--- src/rtl/tick_gen.sv ---
// Programmable tick prescaler with burst/continuous modes and start/stop control.
// Define TICK_GEN_DIV_LATCH_EN to latch div_i on start instead of tracking it live.
module tick_gen #(
  parameter int Width      = 8,
  parameter int BurstWidth = 8
) (
  input  logic                  clk_i,
  input  logic                  rst_i,
  input  logic                  start_i,
  input  logic                  stop_i,
  input  logic [Width-1:0]      div_i,
  input  logic [BurstWidth-1:0] burst_i,
  output logic                  tick_o,
  output logic                  busy_o,
  output logic                  done_o
);

  typedef enum logic [1:0] {
    IDLE = 2'd0,
    RUN  = 2'd1,
    DONE = 2'd2
  } state_t;

  state_t                state;
  logic [Width-1:0]      presc;
  logic [BurstWidth-1:0] count;
  logic [BurstWidth-1:0] count_nxt;
  logic [BurstWidth-1:0] burst_q;
  logic [Width-1:0]      div_eff;
  logic                  hit;
  logic                  last;

`ifdef TICK_GEN_DIV_LATCH_EN
  logic [Width-1:0] div_q;

  always_ff @(posedge clk_i or posedge rst_i) begin
    if (rst_i) begin
      div_q <= '0;
    end else if (state == IDLE && start_i && !stop_i) begin
      div_q <= div_i;
    end
  end

  assign div_eff = div_q;
`else
  assign div_eff = div_i;
`endif

  // >= so a divisor lowered below the prescaler ticks on the next edge
  assign hit       = (presc >= div_eff);
  assign count_nxt = count + 1'b1;
  assign last      = (burst_q != '0) && (count_nxt == burst_q);

  always_ff @(posedge clk_i or posedge rst_i) begin
    if (rst_i) begin
      state   <= IDLE;
      presc   <= '0;
      count   <= '0;
      burst_q <= '0;
      tick_o  <= 1'b0;
      done_o  <= 1'b0;
    end else begin
      tick_o <= 1'b0;
      done_o <= 1'b0;
      unique case (state)
        IDLE: begin
          if (start_i && !stop_i) begin
            state   <= RUN;
            presc   <= '0;
            count   <= '0;
            burst_q <= burst_i;
          end
        end
        RUN: begin
          if (stop_i) begin
            state <= IDLE;
            presc <= '0;
          end else if (hit) begin
            tick_o <= 1'b1;
            presc  <= '0;
            count  <= count_nxt;
            if (last) begin
              state  <= DONE;
              done_o <= 1'b1;
            end
          end else begin
            presc <= presc + 1'b1;
          end
        end
        DONE: begin
          state <= IDLE;
        end
        default: begin
          state <= IDLE;
        end
      endcase
    end
  end

  assign busy_o = (state == RUN);

endmodule
--- config.mk ---
export PLATFORM = sky130hd
export DESIGN_NAME = tick_gen
export DESIGN_NICKNAME = d
export VERILOG_FILES = /design/src/rtl/tick_gen.sv
export SDC_FILE = /design/constraint.sdc
export NUM_CORES = 1
export LEC_CHECK = 0
export ABC_AREA = 1
export CORE_MARGIN = 2
export CORE_UTILIZATION = 46
export CTS_CLUSTER_SIZE = 8
export DETAILED_ROUTE_END_ITERATION = 10
export PLACE_DENSITY = 0.69
export SETUP_SLACK_MARGIN = 0.5
export SLEW_MARGIN = 20
export SYNTH_ARGS = -nofsm -noshare
export SYNTH_HDL_FRONTEND = slang
export SYNTH_SLANG_ARGS = --single-unit
--- constraint.sdc ---
create_clock -name clk_i -period 2.2 [get_ports clk_i]
set_input_delay 0.33 -clock clk_i [delete_from_list [all_inputs] [get_ports clk_i]]
set_output_delay 0.33 -clock clk_i [all_outputs]
set_load 0.01 [all_outputs]
==> run_results.csv <==
group,metric,value,unit
floorplan,die_x,65.7,um
power,p_total,2.26,mW
floorplan,num_rows,22,
power,power.density,906,nW/um^2
critical_path,worstSetupStartpointType,"register",
logic_synthesis,synth_cell_types,27,
placed_design,place_hpwl,2640,um
logic_synthesis,avgSynthCellArea,7.78,um^2
critical_path,crit_chain,"buf_6 > nand2_2 > nor2_4 > nand3_2 > nand3_2 > nand2_2 > nor2_4 > nand3_2 > nand2_2 > nor3b_2",
outcome,status,"finished clean",
layout,regArea,706,um^2
layout,area_delta_synth_final,42.7,%
layout,mostFrequentLayoutCells,"35 x nand2_1, 27 x inv_1, 24 x dfrtp_1",
sta,clock_skew,0.00286,ns
sta,timing.hold.ws,0.402,ns
floorplan,die_area,4310,um^2
logic_synthesis,ys_seq_area_frac,0.400,
layout,design_area,2500,um^2
critical_path,crit_type,"reg2reg",
power,p_leak,1.21,nW
critical_path,rrSetupSlack,0.53,ns
clock_tree,cts_buffer_depth,2,
routing,viasPerCell,5.13,
placed_design,dp_slack,0.0327,ns
critical_path,crit_path_max_fanout,7,
clock_tree,numCtsBuffers,3,
layout,drive_gt1_frac,0.323,
logic_synthesis,syn_inst,225,
global_route,grt_max_degree,29,
logic_synthesis,yosysWarnings,0,
critical_path,crit_required,2.41,ns
floorplan,start_util,0.478,
critical_path,critical-path-max-stage-delay,0.42,ns
clock_tree,clkSlewWorstSetupHoldPaths,0.09,ns
floorplan,ios,23,
clock_tree,cts_tree,"yes",
layout,multi_input_area,1170,um^2
critical_path,slowest_stage,"dfrtp_1",
sta,tightest_slew,0.356,ns
floorplan,fp.dieH,65.7,um
sta,period_needed,1.67,ns
sta,report.final.slew_viol_count,0,
routing,route.detailed.drc,0,
clock_tree,cts.sinks,28,
clock_tree,clock_latency,0.27,ns
layout,num-nets-final,297,
clock_tree,cts-root-buf,"clkbuf_8",
sta,fmax,598,MHz
global_route,grt_usage,0.196,
layout,layout_commonest_cell,"nand2_1",
layout,diodes,0,
routing,drt-initial-drc-count,127,
placed_design,place_congestion,0.797,
routing,dr.pass1.iters,4,
power,peakVddDrop,545,uV
sta,slew_headroom,0.763,
logic_synthesis,ys_ff_latch,28,
hold_path,hold_path.class,"in2async",
critical_path,arrival,1.88,ns
sta,grt_setup_unrepaired,"true",
layout,fill_cells,291,
global_route,antenna_found_initial,0,
logic_synthesis,synth_nets,255,
logic_synthesis,syn-cell-area,1750,um^2
critical_path,r2r_cells,10,
global_route,grt_pass1_vias,1392,
sta,setup_viol,0,
critical_path,r2r-start,"count[1]$_DFFE_PP0P_",
routing,drtAntennaViolNets,0,
global_route,grt_pass1_wl,6470,um
critical_path,timing.rr.end,"state[1]$_DFFE_PP0P_",
sta,worst_slack,0.526,ns
critical_path,worst_setup_path_end_kind,"register",
global_route,overflow,0,
sta,tns,0,ns
job,maxCapViolations,0,
routing,wl_per_cell,13.0,um
placed_design,placed_cell_area,2040,um^2
placed_design,io_buffers,22,
sta,period_share,0.761,
floorplan,coreArea,3660,um^2
clock_tree,htree_levels,1,
sta,finalHoldViolations,0,
routing,num_vias,1610,
routing,wl,4070,um
-- final cells by class --
class	instances	share of cell area
multi-input combinational	161	0.468
sequential	28	0.283
timing repair buffer	39	0.152
inverter	34	0.0511
tap	48	0.0240
clock buffer	4	0.0220
-- synthesized netlist by cell type --
master,count,share of area
a21boi_0,1,0.0043
a21oi_1,12,0.034
a31oi_1,1,0.0036
and2_1,1,0.0036
and3_1,2,0.0071
buf_2,2,0.0057
buf_4,1,0.0043
clkinv_1,1,0.0021
dfrtp_1,28,0.40
ha_1,10,0.071
inv_1,33,0.071
mux2_2,5,0.032
nand2_1,44,0.094
nand2_2,4,0.014
nand3_1,21,0.060
nand3_2,2,0.011
nand3b_1,2,0.0086
nand4_1,8,0.029
nor2_1,25,0.054
nor2_2,3,0.011
nor2_4,2,0.013
nor3b_2,1,0.0071
o21a_1,1,0.0043
o21ai_0,9,0.026
or2_1,1,0.0036
xnor2_1,3,0.015
xor2_1,2,0.010
-- timing repair --
item                       CTS  global route
hold buffers                 0             0
setup endpoints to repair   18            21
cloned                       1             0
setup buffers                4             9
pin swaps                   16            25
resized for setup           22            60
-- per-stage QoR --
step / cells / utilization
CTS: 305 / 0.608
detailed placement: 296 / 0.558
finish: 314 / 0.682
global placement: 296 / 0.558
global route: 314 / 0.682
floorplan: 225 / -
-- power by group --
part | total, mW | switching (mW) | internal, mW
registers | 0.824 | 0.162 | 0.663
clock network | 0.317 | 0.156 | 0.160
logic | 1.12 | 0.594 | 0.529
total | 2.26 | 0.912 | 1.35
-- worst max-delay path, delay by kind of cell, from the launching register on --
kind	cells	cell delay, ns
buffers and inverters	1	0.13
AND/OR/NAND/NOR	9	1.06
flip-flops	1	0.42
-- flip-flops by register name, indices dropped and copies added (netlist names) --
signal,count
presc,8
burst_q,8
tick_o,1
state,2
count,8
done_o,1
-- how the worst max path moves through the flow --
stage                           end  slack, ns  cells after the start                 start
2_1_floorplan  count[0]$_DFFE_PP0P_       0.58                     10  presc[1]$_DFFE_PP0P_
3_3_place_gp   presc[7]$_DFFE_PP0P_       0.05                      9              div_i[7]
3_5_place_dp   count[2]$_DFFE_PP0P_       0.03                     11              div_i[7]
4_1_cts        presc[6]$_DFFE_PP0P_       0.50                      9              div_i[2]
5_1_grt        state[1]$_DFFE_PP0P_       0.42                     10  count[1]$_DFFE_PP0P_
6_report       state[1]$_DFFE_PP0P_       0.53                     10  count[1]$_DFFE_PP0P_
-- layer usage --
layer,share of wire,vias to the layer above,global-route usage
li1,-,811,-
met1,0.46,754,0.273
met2,0.50,41,0.314
met3,0.036,4,0.0377
met4,0.0076,0,0.0469
met5,0,-,0
-- cell families after synthesis --
| logic type | synth area share |
|---|---|
| adder cells (fa/ha/maj) | 0.0715 |
| buffers and inverters | 0.0829 |
| XOR/XNOR | 0.0250 |
| AO/OA/AOI/OAI | 0.0722 |
| multiplexers | 0.0322 |
| AND/OR/NAND/NOR | 0.316 |
| flip-flops | 0.400 |
No activity file was read; power rests on OpenSTA's default activity.
